File: config.mk
export PLATFORM = sky130hd
export DESIGN_NAME = data_memory_sweep
export DESIGN_NICKNAME = d
export VERILOG_FILES = /design/src/rtl/data_memory_sweep.sv
export SDC_FILE = /design/constraint.sdc
export NUM_CORES = 1
export LEC_CHECK = 0
export BUFFER_PORTS_ARGS = -buffer_cell sky130_fd_sc_hd__buf_2
export CAP_MARGIN = 40
export CORE_UTILIZATION = 51
export DETAILED_ROUTE_END_ITERATION = 8
export PLACE_DENSITY = 0.67
export SYNTH_ARGS = -nofsm -noshare
export SYNTH_HDL_FRONTEND = slang
export SYNTH_SLANG_ARGS = --single-unit
File: constraint.sdc
create_clock -name clk -period 2 [get_ports clk]
set_clock_uncertainty 0.1 [all_clocks]
set_input_delay 0.3 -clock clk [delete_from_list [all_inputs] [get_ports clk]]
set_output_delay 0.3 -clock clk [all_outputs]
set_load 0.02 [all_outputs]
File: src/rtl/data_memory_sweep.sv
// data_memory_sweep: parametrised word-addressed data memory with registered
// reads and a one-word-per-cycle clear sweep launched by reset or by `clear`.
// While the sweep runs, `busy` is high and any incoming request is discarded
// and reported through a one-cycle `req_drop` pulse.
module data_memory_sweep #(
  parameter int DATA_WIDTH     = 4,
  parameter int ADDR_WIDTH     = 4,
  parameter int CLEAR_ON_RESET = 1
) (
  input  logic                  clk,
  input  logic                  reset,
  input  logic                  req,
  input  logic                  write,
  input  logic [ADDR_WIDTH-1:0] address,
  input  logic [DATA_WIDTH-1:0] data_in,
  input  logic                  clear,
  output logic [DATA_WIDTH-1:0] data_out,
  output logic                  rd_valid,
  output logic                  busy,
  output logic                  req_drop
);

  localparam int DEPTH = 2 ** ADDR_WIDTH;
  localparam logic [ADDR_WIDTH-1:0] LAST_ADDR = ADDR_WIDTH'(DEPTH - 1);

  typedef enum logic {
    IDLE  = 1'b0,
    SWEEP = 1'b1
  } state_t;

  localparam state_t RESET_STATE = (CLEAR_ON_RESET != 0) ? SWEEP : IDLE;
  localparam logic   RESET_BUSY  = (CLEAR_ON_RESET != 0);

  logic [DATA_WIDTH-1:0] mem [DEPTH];

  state_t                state_q, state_d;
  logic [ADDR_WIDTH-1:0] ptr_q, ptr_d;
  logic [DATA_WIDTH-1:0] data_out_q, data_out_d;
  logic                  rd_valid_q, rd_valid_d;
  logic                  req_drop_q, req_drop_d;
  logic                  busy_q, busy_d;

  logic                  mem_we;
  logic [ADDR_WIDTH-1:0] mem_waddr;
  logic [DATA_WIDTH-1:0] mem_wdata;

  // Next-state and access decode: clear beats req in IDLE, sweep owns the array otherwise.
  always_comb begin
    state_d    = state_q;
    ptr_d      = ptr_q;
    data_out_d = data_out_q;
    rd_valid_d = 1'b0;
    req_drop_d = 1'b0;
    mem_we     = 1'b0;
    mem_waddr  = address;
    mem_wdata  = data_in;

    case (state_q)
      IDLE: begin
        if (clear) begin
          state_d    = SWEEP;
          ptr_d      = '0;
          req_drop_d = req;
        end else if (req) begin
          if (write) begin
            mem_we = 1'b1;
          end else begin
            data_out_d = mem[address];
            rd_valid_d = 1'b1;
          end
        end
      end
      SWEEP: begin
        mem_we     = 1'b1;
        mem_waddr  = ptr_q;
        mem_wdata  = '0;
        req_drop_d = req;
        if (ptr_q == LAST_ADDR) begin
          state_d = IDLE;
          ptr_d   = '0;
        end else begin
          ptr_d = ptr_q + ADDR_WIDTH'(1);
        end
      end
      default: begin
        state_d = IDLE;
        ptr_d   = '0;
      end
    endcase

    busy_d = (state_d == SWEEP);
  end

  // Control and output registers with synchronous reset.
  always_ff @(posedge clk) begin
    if (reset) begin
      state_q    <= RESET_STATE;
      ptr_q      <= '0;
      data_out_q <= '0;
      rd_valid_q <= 1'b0;
      req_drop_q <= 1'b0;
      busy_q     <= RESET_BUSY;
    end else begin
      state_q    <= state_d;
      ptr_q      <= ptr_d;
      data_out_q <= data_out_d;
      rd_valid_q <= rd_valid_d;
      req_drop_q <= req_drop_d;
      busy_q     <= busy_d;
    end
  end

  // Storage array; reset keeps re-zeroing word 0 while the sweep pointer is parked there.
  always_ff @(posedge clk) begin
    if (reset) begin
      if (CLEAR_ON_RESET != 0) begin
        mem[0] <= '0;
      end
    end else if (mem_we) begin
      mem[mem_waddr] <= mem_wdata;
    end
  end

  assign data_out = data_out_q;
  assign rd_valid = rd_valid_q;
  assign busy     = busy_q;
  assign req_drop = req_drop_q;

endmodule

==> flow_summary.toml <==
[status]
status = "finished clean"

[grt]
grt_util_met1_pct = 28.7
gr-usage-met2_pct = 34.2
grt_max_degree = 17
grt_usage_pct = 22.1
grt_pass1_vias = 1847
grt_remaining_overflow = 0
top_usage_layer = "met2"
grt_pass1_wl_um = 9980
met3_usage_pct = 5.84
antenna_found_initial = 0

[synthesis]
synthFlopType = "edfxtp_1"
syn_nets = 224
synth_area_leaders = "edfxtp_1, mux4_1, dfxtp_1"
yosysUniqueCellTypes = 33
synth_top_area_share_pct = 60.4
netlist_area_mm2 = 0.00318
syn_inst = 210
yosysSeqAreaShare_pct = 67.3
async_flop_share_pct = 0
synth_edf_count = 64
yosys_warnings = 0
yosysTopAreaCell = "edfxtp_1"
syn_area_per_cell_um2 = 15.2
ys_ff_latch = 75

[clock_tree]
numCtsBuffers = 9
ctsLongestPathBuffers = 2
h-tree-depth = 3
clk_pin_slew_ps = 80
postCtsHoldBufs = 0
post_cts_buffers = 0
clkSinkCount = 75
cts_resized = 0
cts_tree = "yes"
cts_root_buf = "clkbuf_8"
clock_latency_ps = 340

[floorplan]
core-area_mm2 = 0.00596
die_w_um = 81.0
rows = 28
initial_core_util_pct = 53.5
io_pins = 20
die_area_mm2 = 0.00656
die_h_um = 81.0

[setup_path]
slowest_stage = "dfxtp_1"
crit_required_ps = 2010
path_buf_inv = 2
critPathArrivalTime_ps = 1900
cp_max_fo = 8
start_kind = "flop"
max_stage_delay_ps = 460
cp_cell_sequence = "buf_4 -> nor3_1 -> o2bb2a_1 -> nor2_1 -> nor2_1 -> buf_4"
end_kind = "flop"
path_class = "reg2reg"
crit_family = "flip-flops"

[drt]
drtPass1Iterations = 4
drt.antenna.violating_nets = 0
drt_iter0_markers = 164
via_per_inst = 5.70
num_vias = 1894
routedWlPerCell_um = 19.6
wl_um = 6520
drcViolationCount = 0

[sta]
max_slew.worst_pin.slew_ps = 621
achievable-frequency_mhz = 530
finalCriticalPeriod_ps = 1890
layout_worst_path_cycle_share_pct = 94.3
final_hold_viol_count = 0
setup_viol = 0
slew_violations = 0
fin_tns_setup_ps = 0
relSlewSlack_pct = 58.2

[pwr]
leakagePower_uw = 0.00127
ir_drop_mv = 0.604
pwr_density_cell_mw_per_mm2 = 831
power_uw = 3140

[layout]
final_util_pct = 63.3
final_area_mm2 = 0.00377
nets = 266
drive_above_1_share_pct = 30.4
antenna_cells = 0
fillCellCount = 451
final_cell_mix = "edfxtp_1, nor2_1, buf_2, buf_4, mux2_2"
layout_commonest_cell = "edfxtp_1"
syn2layout_area_growth_pct = 18.5

[placement]
hpwl_um = 4590
routabilityCongestion = 0.803
portBuffers = 19
place_area_mm2 = 0.00354

[job]
maxCapViolCount = 0

[min_path]
holdCritPathClass = "in2reg"
[power by group]
part           internal, uW  total [uW]  switching [uW]
combinational          80.4         165            85.0
clock                   704        1250             550
sequential             1700        1720            16.2
total                  2480        3140             651
[worst paths after layout]
| check | startpoint | end | slack (ps) | depth (start not counted) |
|---|---|---|---|---|
| worst max-delay path | busy$_SDFF_PP1_ | mem[2][0]$_DFFE_PP_ | 110 | 6 |
| worst min-delay path | req | rd_valid$_SDFF_PP0_ | 130 | 3 |
| worst max register to register | busy$_SDFF_PP1_ | mem[2][0]$_DFFE_PP_ | 110 | 6 |
| worst min register to register | data_out[3]$_SDFFE_PP0P_ | data_out[3]$_SDFFE_PP0P_ | 380 | 1 |
[metrics by stage]
stage | setup slack [ps] | hold slack (ps) | instances
2_1_floorplan | 14.5 | 338 | 210
3_3_place_gp | -10.3 | 371 | 316
3_5_place_dp | -14.0 | 372 | 316
4_1_cts | 65.3 | 118 | 332
5_1_grt | -14.1 | 146 | 332
6_report | 114 | 132 | 332
[state kept, by name, indices dropped and copies added (netlist names)]
name      count
req_drop      1
ptr_q         4
rd_valid      1
mem          64
data_out      4
busy          1
[synthesized netlist by cell type (all sizes together) (2+ instances only)]
cell    number
buf          5
clkbuf       7
dfxtp       11
a32o         2
o21ai        5
a221o        4
nor3b        4
edfxtp      64
o22ai        4
and3         5
nor3         9
nand3        6
nor2        27
nand2        9
mux2        12
a21oi        8
inv          5
mux4        12
[final cells by class]
cell class / count / area (um^2) / area share (%)
Clock buffer: 10 / 128 / 3.38
Clock inverter: 6 / 90.1 / 2.39
Inverter: 5 / 18.8 / 0.498
Multi-Input combinational cell: 118 / 962 / 25.5
Sequential cell: 75 / 2140 / 56.8
Tap cell: 75 / 93.8 / 2.49
Timing Repair Buffer: 43 / 338 / 8.96
[per-layer routing]
metal | vias up | part of all wire, % | wire length (um)
met5 | - | 0 | 0
met4 | 0 | 1.8 | 119
met3 | 14 | 5.6 | 368
met2 | 61 | 49 | 3190
met1 | 911 | 44 | 2850
li1 | 908 | - | -
[tightest hold or removal path: stages]
cell	delay [ps]
buf_2	130
nand2_1	70
nor2_1	40
[kinds of logic after synthesis]
logic type / Yosys count / share of synthesized area, %
muxes: 24 / 13.8
buffers and inverters: 17 / 2.83
and+or+nand+nor: 65 / 9.63
AOI/OAI and AO/OA: 28 / 6.09
adders and majority gates: 1 / 0.393
DFF: 75 / 67.3
No activity file was read; power rests on OpenSTA's default activity.
